===== src/rtl/add_seq32_pkg.sv =====
// Shared types and constants for the byte-serial adder.
// Counter width helper sizes the byte index register.
package add_seq_pkg;

  typedef enum logic [1:0] {
    IDLE = 2'd0,
    RUN  = 2'd1,
    DONE = 2'd2
  } state_t;

  localparam int SLICE_W = 8;

  function automatic int cnt_w(input int n_bytes);
    return $clog2(n_bytes);
  endfunction

endpackage


===== src/rtl/add_seq32_if.sv =====
// Command/result handshake bundle for add_seq32.
// master = producer/consumer side, slave = the adder.
interface add_seq32_if
  import add_seq_pkg::*;
#(
  parameter int N_BYTES = 4
);
  localparam int W = SLICE_W * N_BYTES;

  logic         in_valid;
  logic         in_ready;
  logic [W-1:0] a;
  logic [W-1:0] b;
  logic         cin;
  logic         sub;
  logic         out_valid;
  logic         out_ready;
  logic [W-1:0] s;
  logic         cout;
  logic         ovf;

  modport master (
    output in_valid, a, b, cin, sub, out_ready,
    input  in_ready, out_valid, s, cout, ovf
  );

  modport slave (
    input  in_valid, a, b, cin, sub, out_ready,
    output in_ready, out_valid, s, cout, ovf
  );

endinterface


===== src/rtl/add_seq32_add8.sv =====
// 8-bit carry-lookahead slice add8 shared by add_seq32.
// Carries are formed from generate/propagate terms.
module add8 (
  input  logic [7:0] a,
  input  logic [7:0] b,
  input  logic       c_1,
  output logic [7:0] s,
  output logic       c7
);

  logic [7:0] g;
  logic [7:0] p;
  logic [8:0] c;

  assign g = a & b;
  assign p = a ^ b;

  always_comb begin
    c    = '0;
    c[0] = c_1;
    for (int i = 0; i < 8; i++) begin
      c[i+1] = g[i] | (p[i] & c[i]);
    end
  end

  assign s  = p ^ c[7:0];
  assign c7 = c[8];

endmodule


===== src/rtl/add_seq32.sv =====
// Byte-serial adder: one add8 slice walked LSB-first over N_BYTES.
// Define ADD_SEQ_SUB_EN to enable subtract via the sub input.
module add_seq32
  import add_seq_pkg::*;
#(
  parameter int N_BYTES = 4
) (
  input  logic     clk,
  input  logic     rst,
  add_seq32_if.slave bus
);

  localparam int W  = SLICE_W * N_BYTES;
  localparam int CW = cnt_w(N_BYTES);
  localparam logic [CW-1:0] LAST = CW'(N_BYTES - 1);

  state_t       state_q;
  logic [W-1:0] a_q;
  logic [W-1:0] b_q;
  logic [W-1:0] s_q;
  logic [CW-1:0] idx_q;
  logic         c_q;
  logic         cout_q;
  logic         ovf_q;
  logic         in_ready_q;
  logic         out_valid_q;

  logic [7:0]   sum_d;
  logic         c_d;
  logic         ovf_d;

  add8 u_add8 (
    .a   (a_q[7:0]),
    .b   (b_q[7:0]),
    .c_1 (c_q),
    .s   (sum_d),
    .c7  (c_d)
  );

  // Sign rule on the top byte; b_q already holds the inverted operand.
  assign ovf_d = (a_q[7] == b_q[7]) && (sum_d[7] != a_q[7]);

`ifndef ADD_SEQ_SUB_EN
  logic unused_sub;
  assign unused_sub = bus.sub;
`endif

  always_ff @(posedge clk or posedge rst) begin
    if (rst) begin
      state_q     <= IDLE;
      a_q         <= '0;
      b_q         <= '0;
      s_q         <= '0;
      idx_q       <= '0;
      c_q         <= 1'b0;
      cout_q      <= 1'b0;
      ovf_q       <= 1'b0;
      in_ready_q  <= 1'b1;
      out_valid_q <= 1'b0;
    end else begin
      unique case (state_q)
        IDLE: begin
          if (bus.in_valid) begin
            a_q        <= bus.a;
`ifdef ADD_SEQ_SUB_EN
            if (bus.sub) begin
              b_q <= ~bus.b;
              c_q <= 1'b1;
            end else begin
              b_q <= bus.b;
              c_q <= bus.cin;
            end
`else
            b_q        <= bus.b;
            c_q        <= bus.cin;
`endif
            idx_q      <= '0;
            in_ready_q <= 1'b0;
            state_q    <= RUN;
          end
        end
        RUN: begin
          a_q   <= a_q >> SLICE_W;
          b_q   <= b_q >> SLICE_W;
          s_q   <= {sum_d, s_q[W-1:SLICE_W]};
          c_q   <= c_d;
          idx_q <= idx_q + 1'b1;
          if (idx_q == LAST) begin
            cout_q      <= c_d;
            ovf_q       <= ovf_d;
            out_valid_q <= 1'b1;
            state_q     <= DONE;
          end
        end
        DONE: begin
          if (bus.out_ready) begin
            out_valid_q <= 1'b0;
            in_ready_q  <= 1'b1;
            state_q     <= IDLE;
          end
        end
        default: state_q <= IDLE;
      endcase
    end
  end

  assign bus.in_ready  = in_ready_q;
  assign bus.out_valid = out_valid_q;
  assign bus.s         = s_q;
  assign bus.cout      = cout_q;
  assign bus.ovf       = ovf_q;

endmodule


===== src/flat_wrapper.sv =====
// flat-port wrapper written by rule: the top's interface ports become plain ports
module add_seq32_flat import add_seq_pkg::*;
#(
  parameter int N_BYTES = 4
)
  (clk, rst, bus_in_valid, bus_a, bus_b, bus_cin, bus_sub, bus_out_ready, bus_in_ready, bus_out_valid, bus_s, bus_cout, bus_ovf);
  add_seq32_if #(.N_BYTES(N_BYTES)) bus_i ();
  input  logic clk;
  input  logic rst;
  input wire logic [$bits(bus_i.in_valid)-1:0] bus_in_valid;
  input wire logic [$bits(bus_i.a)-1:0] bus_a;
  input wire logic [$bits(bus_i.b)-1:0] bus_b;
  input wire logic [$bits(bus_i.cin)-1:0] bus_cin;
  input wire logic [$bits(bus_i.sub)-1:0] bus_sub;
  input wire logic [$bits(bus_i.out_ready)-1:0] bus_out_ready;
  output wire logic [$bits(bus_i.in_ready)-1:0] bus_in_ready;
  output wire logic [$bits(bus_i.out_valid)-1:0] bus_out_valid;
  output wire logic [$bits(bus_i.s)-1:0] bus_s;
  output wire logic [$bits(bus_i.cout)-1:0] bus_cout;
  output wire logic [$bits(bus_i.ovf)-1:0] bus_ovf;
  assign bus_i.in_valid = bus_in_valid;
  assign bus_i.a = bus_a;
  assign bus_i.b = bus_b;
  assign bus_i.cin = bus_cin;
  assign bus_i.sub = bus_sub;
  assign bus_i.out_ready = bus_out_ready;
  assign bus_in_ready = bus_i.in_ready;
  assign bus_out_valid = bus_i.out_valid;
  assign bus_s = bus_i.s;
  assign bus_cout = bus_i.cout;
  assign bus_ovf = bus_i.ovf;
  add_seq32 #(.N_BYTES(N_BYTES)) u_core (.clk(clk), .rst(rst), .bus(bus_i));
endmodule

===== config.mk =====
export PLATFORM = sky130hd
export DESIGN_NAME = add_seq32_flat
export DESIGN_NICKNAME = d
export VERILOG_FILES = /design/src/rtl/add_seq32_pkg.sv /design/src/rtl/add_seq32_if.sv /design/src/rtl/add_seq32_add8.sv /design/src/rtl/add_seq32.sv /design/src/flat_wrapper.sv
export SDC_FILE = /design/constraint.sdc
export NUM_CORES = 1
export LEC_CHECK = 0
export ABC_AREA = 1
export ABC_CLOCK_PERIOD_IN_PS = 4650
export CORE_ASPECT_RATIO = 2
export CORE_MARGIN = 2
export CORE_UTILIZATION = 52
export DETAILED_ROUTE_END_ITERATION = 16
export DONT_BUFFER_PORTS = 1
export PLACE_DENSITY = 0.73
export SLEW_MARGIN = 20
export SYNTH_ARGS = -nofsm -noshare
export SYNTH_HDL_FRONTEND = slang
export SYNTH_SLANG_ARGS = --single-unit

===== constraint.sdc =====
create_clock -name clk -period 4.65 [get_ports clk]
set_clock_uncertainty 0.1 [all_clocks]
set_input_delay 0.93 -clock clk [delete_from_list [all_inputs] [get_ports clk]]
set_output_delay 0.93 -clock clk [all_outputs]
set_load 0.03 [all_outputs]

# Word-level counts from Yosys, hierarchy flattened

Cells that the tools add are included.

Mux-type cells: 18
$mul: 0
Equality and inequality tests: 8
Bitwise operators: 19
$add $sub $neg: 1
Reduce and logical (&&, ||, !) cells: 10
Divide/modulo/power cells: 0
Shift operators: 0
Magnitude comparators: 0

Operators by type and width:

| cell                | number |
|---|---|
| $pmux 32 s2         | 2 |
| $mux 32             | 2 |
| $xor 8x8->8         | 2 |
| $reduce_and 3->1    | 3 |
| $and 1x1->1         | 8 |
| $and 8x8->8         | 1 |
| $mux 2              | 4 |
| $or 1x1->1          | 8 |
| $pmux 1 s2          | 3 |
| $pmux 2 s3          | 1 |
| $reduce_bool 2->1   | 3 |
| $mux 1              | 5 |
| $eq 2x2->1 const B  | 2 |
| $ne 2x2->1 const B  | 2 |
| $pmux 2 s2          | 1 |
| $reduce_and 2->1    | 2 |
| $add 2x1->2 const B | 1 |
| $eq 2x1->1 const B  | 1 |
| $logic_not 2->1     | 1 |
| $ne 2x1->1 const B  | 1 |
| $eq 1x1->1          | 1 |
| $logic_and 1x1->1   | 1 |
| $ne 1x1->1          | 1 |

Input bits: 70
Output and inout port bits: 36
Latch bits: 0
Memory bits (writable): 0
Flip-flop bits (word level): 105
Memories kept: 0
Bits in read-only memories: 0

# Logic depth before layout (Yosys ltp)

Gate-level depths: netlist of run 1.

Word-level depth: 18
Gate-level depth with buffers: 15
Mapped depth without buffers: 15

# Cells and area by module

A second synthesis of run 1 with hierarchy kept.

Cell total of the unflattened synthesis: 660
Area, all modules: 5088.6 um2

Modules (own cells, without submodules):

| module    | times used | cells an instance | area each (um2) |
|---|---|---|---|
| add_seq32 | 1          | 642               | 4890.9 |
| add8      | 1          | 18                | 197.7 |

# Worst setup path after synthesis of run 1

Ideal clock, no wire load.

Path kind: register to register
From: register u_core.c_q
To: register u_core.ovf_q (netlist: u_core.bus.ovf)
Setup slack: 0.435 ns
Data required time: 4.433 ns
Path buffers: 0
Library setup time: 0.117 ns
Stages on the path, launching flop included: 16
Clock period less this slack: 4.215 ns
Arrival time: 3.997 ns
Cell sequence: dfrtp_1 > inv_1 > fa_1 > inv_1 > fa_1 > fa_1 > fa_1 > fa_1 > fa_1 > fa_1 > inv_1 > fa_1 > inv_1 > a21oi_1 > nand3_1 > nand2_1

Word-level cells in the longest chain between the ends: 17

Ends and longest elaborated chain:

| item                   | RTL line             | text |
|---|---|---|
| start, declared        | add_seq32.sv:22      | `logic c_q;` |
| start signal, assigned | add_seq32.sv:75      | `c_q <= bus.cin;` |
| $and 1x1->1            | add_seq32_add8.sv:22 | `c[i+1] = g[i] \| (p[i] & c[i]);` |
| $or 1x1->1             | add_seq32_add8.sv:22 |  |
| $and 1x1->1            | add_seq32_add8.sv:22 |  |
| $or 1x1->1             | add_seq32_add8.sv:22 |  |
| $and 1x1->1            | add_seq32_add8.sv:22 |  |
| $or 1x1->1             | add_seq32_add8.sv:22 |  |
| $and 1x1->1            | add_seq32_add8.sv:22 |  |
| $or 1x1->1             | add_seq32_add8.sv:22 |  |
| $and 1x1->1            | add_seq32_add8.sv:22 |  |
| $or 1x1->1             | add_seq32_add8.sv:22 |  |
| $and 1x1->1            | add_seq32_add8.sv:22 |  |
| $or 1x1->1             | add_seq32_add8.sv:22 |  |
| $and 1x1->1            | add_seq32_add8.sv:22 |  |
| $or 1x1->1             | add_seq32_add8.sv:22 |  |
| $xor 8x8->8            | add_seq32_add8.sv:26 | `assign s = p ^ c[7:0];` |
| $ne 1x1->1             | add_seq32.sv:41      | `assign ovf_d = (a_q[7] == b_q[7]) && (sum_d[7] != a_q[7]);` |
| $logic_and 1x1->1      | add_seq32.sv:41      |  |
| end signal, assigned   | add_seq32.sv:90      | `ovf_q <= ovf_d;` |
| end, declared          | add_seq32.sv:24      | `logic ovf_q;` |

Every way passes these cells.
A chain may end at the register's enable or synchronous reset.

# Final worst setup path of run 1

Ends and elaborated chain as after synthesis.

==> results of run 1 <==
sequential cells by signal, indices dropped and copies added, names as in the netlist:
name,cells
u_core.c_q,1
u_core.a_q,32
u_core.b_q,32
u_core.idx_q,2
u_core.bus.ovf,1
u_core.bus.s,32
u_core.bus.cout,1
u_core.bus.out_valid,1
u_core.state_q,2
u_core.bus.in_ready,1
power groups by stage:
stage	registers (W)	logic (W)	clock network, W
after global routing	0.00194	0.00178	0.000758
after CTS	0.00189	0.00154	0.000724
after floorplan	0.00179	0.00129	0
final	0.00189	0.00152	0.000702
after global placement	0.00189	0.00148	0
after detailed placement	0.00191	0.00154	0
area by class of cell:
| type | instances | area share (%) |
|---|---|---|
| flip-flops and latches | 105 | 50.85 |
| multi-input cells | 456 | 38.63 |
| clock buffers | 14 | 5.104 |
| well taps | 104 | 2.516 |
| inverters | 22 | 1.645 |
| repair buffers | 7 | 1.016 |
| clock inverters | 2 | 0.2419 |
path summary, 6_finish.rpt:
| check | from | end | slack [ns] | cells after the start |
|---|---|---|---|---|
| hold reg to reg | u_core.b_q[30] | u_core.b_q[30] | 0.37 | 2 |
| setup / recovery | u_core.c_q | u_core.bus.ovf | 0.27 | 15 |
| max in group asynchronous | rst | u_core.a_q[10] | 2.93 | 2 |
| setup reg to reg | u_core.c_q | u_core.bus.ovf | 0.27 | 15 |
| hold / removal | u_core.b_q[30] | u_core.b_q[30] | 0.37 | 2 |
| min in group asynchronous | rst | u_core.bus.s[16] | 0.56 | 1 |
cells in the final DEF (no fill, tap or decap), types with 2 or more instances in the layout:
cell	n
nand2_1	351
dfrtp_1	103
nand3_1	68
inv_1	20
o21ai_0	19
clkbuf_16	9
fa_1	7
buf_4	7
clkbuf_1	3
nor2_2	2
ha_1	2
clkbuf_8	2
cell families after synthesis:
group	after synthesis	synth area share [%]
compound gates	22	2.386
fa+ha+maj	10	3.798
buf+inv	60	5.414
flops	105	53.91
simple gates	424	34.49
Yosys cell counts, drive strengths merged:
cell    number
nand2      352
a21oi        1
buf         26
or2          1
nand3       68
fa           8
o31ai        1
dfstp        1
ha           2
nor2         3
inv         22
o21ai       20
clkbuf      12
dfrtp      104
worst reg2reg max path: cells and delay by family, from the launching register on:
kind	cells	cell delay [ns]
AOI/OAI and AO/OA	1	0.06
adders and majority gates	8	3.32
buffers and inverters	4	0.32
DFF	1	0.38
and+or+nand+nor	2	0.11
stage by stage:
step / instance area, um2 / setup WS (ns)
CTS: 5170 / 0.1664
finish: 5172 / 0.2679
floorplan: 4876 / 0.4355
global route: 5172 / 0.05717
global placement: 4893 / 0.2545
detailed placement: 4893 / 0.1816
what timing repair did:
item                                    in CTS  in global routing
resized for setup                            0                  1
endpoints found under the setup margin       0                  1
hold endpoints to repair                     0                  0
per-layer routing:
metal	GRT usage [%]	wire length (um)	vias to the layer above	part of all wire, %
met5	0	0	-	0
met4	8.382	255	0	2.4
met3	4.289	448	19	4.3
met2	37.81	5641	91	54
met1	24.66	4148	1784	40
li1	-	-	1875	-
==> metrics.md, run 1 <==
| Metric | Value |
|---|---|
| Status | finished clean |
| Tot GR Track Use | between 20% and 30% |
| Crit-path slowest cell | fa_1 |
| Fillers | between 800 and 900 |
| ANT cells | 0 |
| Top delay family on crit path | adder cells |
| Area Growth Syn to Fin | 6.082% |
| Core area | 9259 um2 |
| CTS max path bufs | 2 |
| FP Rows | 50 |
| Min-Delay Path Class | flip-flop to flip-flop |
| P_leak | 2.867 nW |
| FF+latch count, synth | around 110 |
| CTS Buf Count | 9 |
| CP Max Fanout | 3 |
| Clock Latency Late Sink | about 0.34 ns |
| Final Hold Viols | 0 |
| Clock tree sinks | 105 |
| F_max | 0.2282 GHz |
| Worst rel slew slack | 39.34% |
| Via count | 3769 |
| Drt total wl | roughly 10000 um |
| CTS tree | built |
| Final Non-Filler Cells | 710 |
| Wire per inst | 14.78 um |
| Post-synth top area share | around 53% |
| Max-cap violations | 0 |
| Vias in the first global route | ~3700 |
| Hpwl dp | 7091 um |
| Worst IR Drop VDD | 563.7 uV |
| Via density per instance | 5.308 |
| Violation count after the first detailed-route iteration | around 150 |
| CTS H-tree depth | 3 |
| Chip height | 140.9 um |
| Startpoint class of the critical path | flip-flop |
| Final hold slack | 0.3715 ns |
| Clock power share | 17.1% |
| Cell count after synthesis | 621 |
| First-pass GRT wire length | 16970 um |
| Layout cells sized above 1 | 4.950% |
| Post-Route Setup TNS | 0 ns |
| Post-synth cell types | 19 |
| Syn Area/Cell | 7.852 um2 |
| Initial antenna violation count | 0 |
| Post-route ant nets | 0 |
| Max-slew violations | 0 |
| Pre-antenna DRT Iters | 4 |
| Crit-path cells | inv_1 > fa_1 > inv_1 > fa_1 > fa_1 > fa_2 > fa_1 > fa_1 > fa_1 > inv_1 > fa_1 > inv_1 > a21oi_1 > nand3_1 > nand2_1 |
| Gate power share | 36.9% |
| Worst EP required | 4.78 ns |
| Slew @ Worst Pin | 0.9098 ns |
| Setup-failing EPs final | 0 |
| Post-synthesis sequential area ratio | between 50% and 60% |
| Die area | 10210 um2 |
| Tot Pwr | 0.004109 W |
| Nets | 681 |
| Port Buf Inserts | 0 |
| Worst setup EP type | flip-flop |
| RSZ-0062 raised after global routing | false |
| P_sw | 0.001903 W |
| Syn_nets | 701 |
| Fin crit share | a little over nine tenths |
| Starting density of the core | 52.66% |
| Buffers & Inverters on Critical Path | 4 |
| Seq. cell area | 2630 um2 |
| Die W | roughly 72 um |
| CTS Root Cell | clkbuf_16 |
| Core Util, Final | between 50% and 60% |
| Worst Setup Path Type | flip-flop to flip-flop |
| Post-CTS Setup Inserts | 0 |
| Area occupied by multi-input gates | 1998 um2 |
| Sequential power share | 46.0% |
| RePlAce Congestion | between 0.7 and 0.8 |
| Cell mode on critical path | fa_1 |
| Worst path max stage delay | 0.48 ns |
| Yosys warnings | 0 |
| Switching share of power | a little under half |
| Worst EP arrival | 4.51 ns |
| PD cells | 794.4 nW/um2 |
| Leading area contributor after synthesis | dfrtp_1 |
| I/O pin cnt | 106 |
| Worst-path clk slew | ~0.07 ns |
| Maximum number of pins on one net before global-route repair | 76 |
| Largest cells by area after synthesis | dfrtp_1 53%, nand2_1 27%, nand3_1 7.0% |
| Global route overflow | 0 |
| Power Internal | 0.002206 W |
| DP Cell Count | slightly below 700 |
| Final min period | 4.382 ns |
| Synth Cell Area | 4876 um2 |
| Remaining routing DRC violations | 0 |
| # hold bufs at CTS | 0 |
Power figures use the tool's default switching activity.
==> inputs of run 2 (changes only) <==
--- a/config.mk
+++ b/config.mk
@@ -12,7 +12,7 @@
 export CORE_UTILIZATION = 52
 export DETAILED_ROUTE_END_ITERATION = 16
 export DONT_BUFFER_PORTS = 1
-export PLACE_DENSITY = 0.73
+export PLACE_DENSITY = 0.76
 export SLEW_MARGIN = 20
 export SYNTH_ARGS = -nofsm -noshare
 export SYNTH_HDL_FRONTEND = slang
==> metrics.md, run 2 (synthesis results as in run 1) <==
| Metric | Value |
|---|---|
| Crit-path slowest cell | fa_1 |
| Pre-antenna DRT Iters | 5 |
| CP Max Fanout | 3 |
| Worst-path clk slew | 0.07 ns |
| Core area | 9259 um2 |
| Setup-failing EPs final | 0 |
| Final min period | around 4.5 ns |
| Layout cells sized above 1 | between 5 and 6% |
| Clock tree sinks | 105 |
| Commonest non-fill, non-tap cells in the layout | 351 x nand2_1, 103 x dfrtp_1, 68 x nand3_1 |
| Max-cap violations | 0 |
| Worst Setup Path Type | flip-flop to flip-flop |
| Commonest non-fill, non-tap cell in the layout | nand2_1 |
| R2R depth | 15 |
| P_leak | 2.886 nW |
| Die area | 10210 um2 |
| Starting density of the core | roughly 53% |
| Cell mode on critical path | fa_1 |
| Worst setup EP type | flip-flop |
| CTS H-tree depth | 3 |
| Hold path start | u_core.a_q[28] |
| Crit-path cells | inv_1 > fa_1 > inv_1 > fa_1 > fa_1 > fa_1 > fa_1 > fa_1 > fa_1 > inv_1 > fa_1 > inv_1 > a21oi_1 > nand3_1 > nand2_1 |
| RePlAce Congestion | 0.7986 |
| Nets | between 600 and 700 |
| Initial antenna violation count | 0 |
| Worst EP required | roughly 4.8 ns |
| CTS max path bufs | 2 |
| Vias in the first global route | 3636 |
| Hpwl dp | between 7000 and 8000 um |
| Slew @ Worst Pin | 0.9365 ns |
| PD cells | 806.3 nW/um2 |
| Top delay family on crit path | adder cells |
| ANT cells | 0 |
| Drt total wl | 10620 um |
| Worst IR Drop VDD | around 370 uV |
| RSZ-0062 raised after global routing | false |
| Post-route ant nets | 0 |
| Port Buf Inserts | 0 |
| FP Rows | 50 |
| Area Growth Syn to Fin | 6.851% |
| Fillers | around 870 |
| Post-CTS sizing | 0 |
| Buffers & Inverters on Critical Path | 4 |
| Maximum number of pins on one net before global-route repair | 76 |
| Max-slew violations | 0 |
| CTS tree | built |
| Post-CTS Setup Inserts | 0 |
| Final Hold Viols | 0 |
| CTS Buf Count | 9 |
| Status | finished clean |
| Startpoint class of the critical path | flip-flop |
| R2R Setup Slk | 0.15 ns |
| First-pass GRT wire length | 17050 um |
| Wire per inst | 14.96 um |
| Violation count after the first detailed-route iteration | 186 |
| Worst EP arrival | 4.62 ns |
| Worst r2r src | u_core.b_q[0] |
| Worst path max stage delay | 0.47 ns |
| Pre-CTS WS | 0.1442 ns |
| Remaining routing DRC violations | 0 |
| I/O pin cnt | 106 |
| Hold Path End | u_core.a_q[28] |
| # hold bufs at CTS | 0 |
| Hold Path Stages | 2 |
| Tot GR Track Use | a little over a fifth |
| Tot Pwr | roughly 0.0042 W |
| Slack of the critical path | 0.1523 ns |
| Post-Route Setup TNS | 0 ns |
| CTS Root Cell | clkbuf_16 |
| Worst rel slew slack | 37.56% |
| Global route overflow | 0 |
| Via count | 3785 |
| Chip height | around 140 um |
| Via density per instance | 5.331 |
| Fin crit share | a little over nine tenths |
| Die W | 72.47 um |
| Reg2reg end | u_core.bus.ovf |
| Clock Latency Late Sink | 0.34 ns |
| Min-Delay Path Class | flip-flop to flip-flop |
| F_max | approximately 0.22 GHz |
## run 2: worst max-delay path by stage
stage                   from             end  slack [ns]  depth (start not counted)
2_1_floorplan     u_core.c_q  u_core.bus.ovf        0.44                         15
3_3_place_gp      u_core.c_q  u_core.bus.ovf        0.26                         15
3_5_place_dp      u_core.c_q  u_core.bus.ovf        0.14                         15
4_1_cts           u_core.c_q  u_core.bus.ovf        0.13                         15
5_1_grt           u_core.c_q  u_core.bus.ovf       0.006                         15
6_report       u_core.b_q[0]  u_core.bus.ovf        0.15                         15
## run 2: worst register-to-register path, cell delays in order (launching register included)
cell	delay, ns
dfrtp_1	0.38
inv_1	0.08
fa_1	0.17
inv_1	0.06
fa_1	0.45
fa_1	0.47
fa_1	0.46
fa_1	0.47
fa_1	0.46
fa_1	0.47
inv_1	0.11
fa_1	0.43
inv_1	0.08
a21oi_1	0.05
nand3_1	0.08
nand2_1	0.06
## run 2: layout make-up
class                           instances  area [um2]  share of cell area (%)
Multi-Input combinational cell        456        1996                   38.30
Inverter                               22       85.08                   1.633
Tap cell                              104       130.1                   2.498
Sequential cell                       105        2630                   50.48
Clock inverter                          4       50.05                  0.9606
Timing Repair Buffer                    7       52.55                   1.009
Clock buffer                           12       266.5                   5.115
## run 2: metal layers
layer  share of wire [%]  track usage [%]
met2                  54            37.42
met1                  39            25.65
met3                 4.8            4.003
met4                 2.1            8.090
met5                   0                0
## run 2: where the power goes
group | internal [W] | switching (W) | leakage, nW
Sequential | 0.00132 | 0.000536 | 1.33
Combinational | 0.000501 | 0.00107 | 1.40
Clock | 0.000460 | 0.000320 | 0.151
## run 2: stage by stage
step	area, um2	std cells	util (%)	hold slack (ns)
floorplan	4876	621	-	0.3425
global placement	4893	694	52.85	0.3544
detailed placement	4893	694	52.85	0.3593
CTS	5210	710	56.27	0.3764
global route	5210	710	56.27	0.3991
finish	5210	710	56.27	0.3706
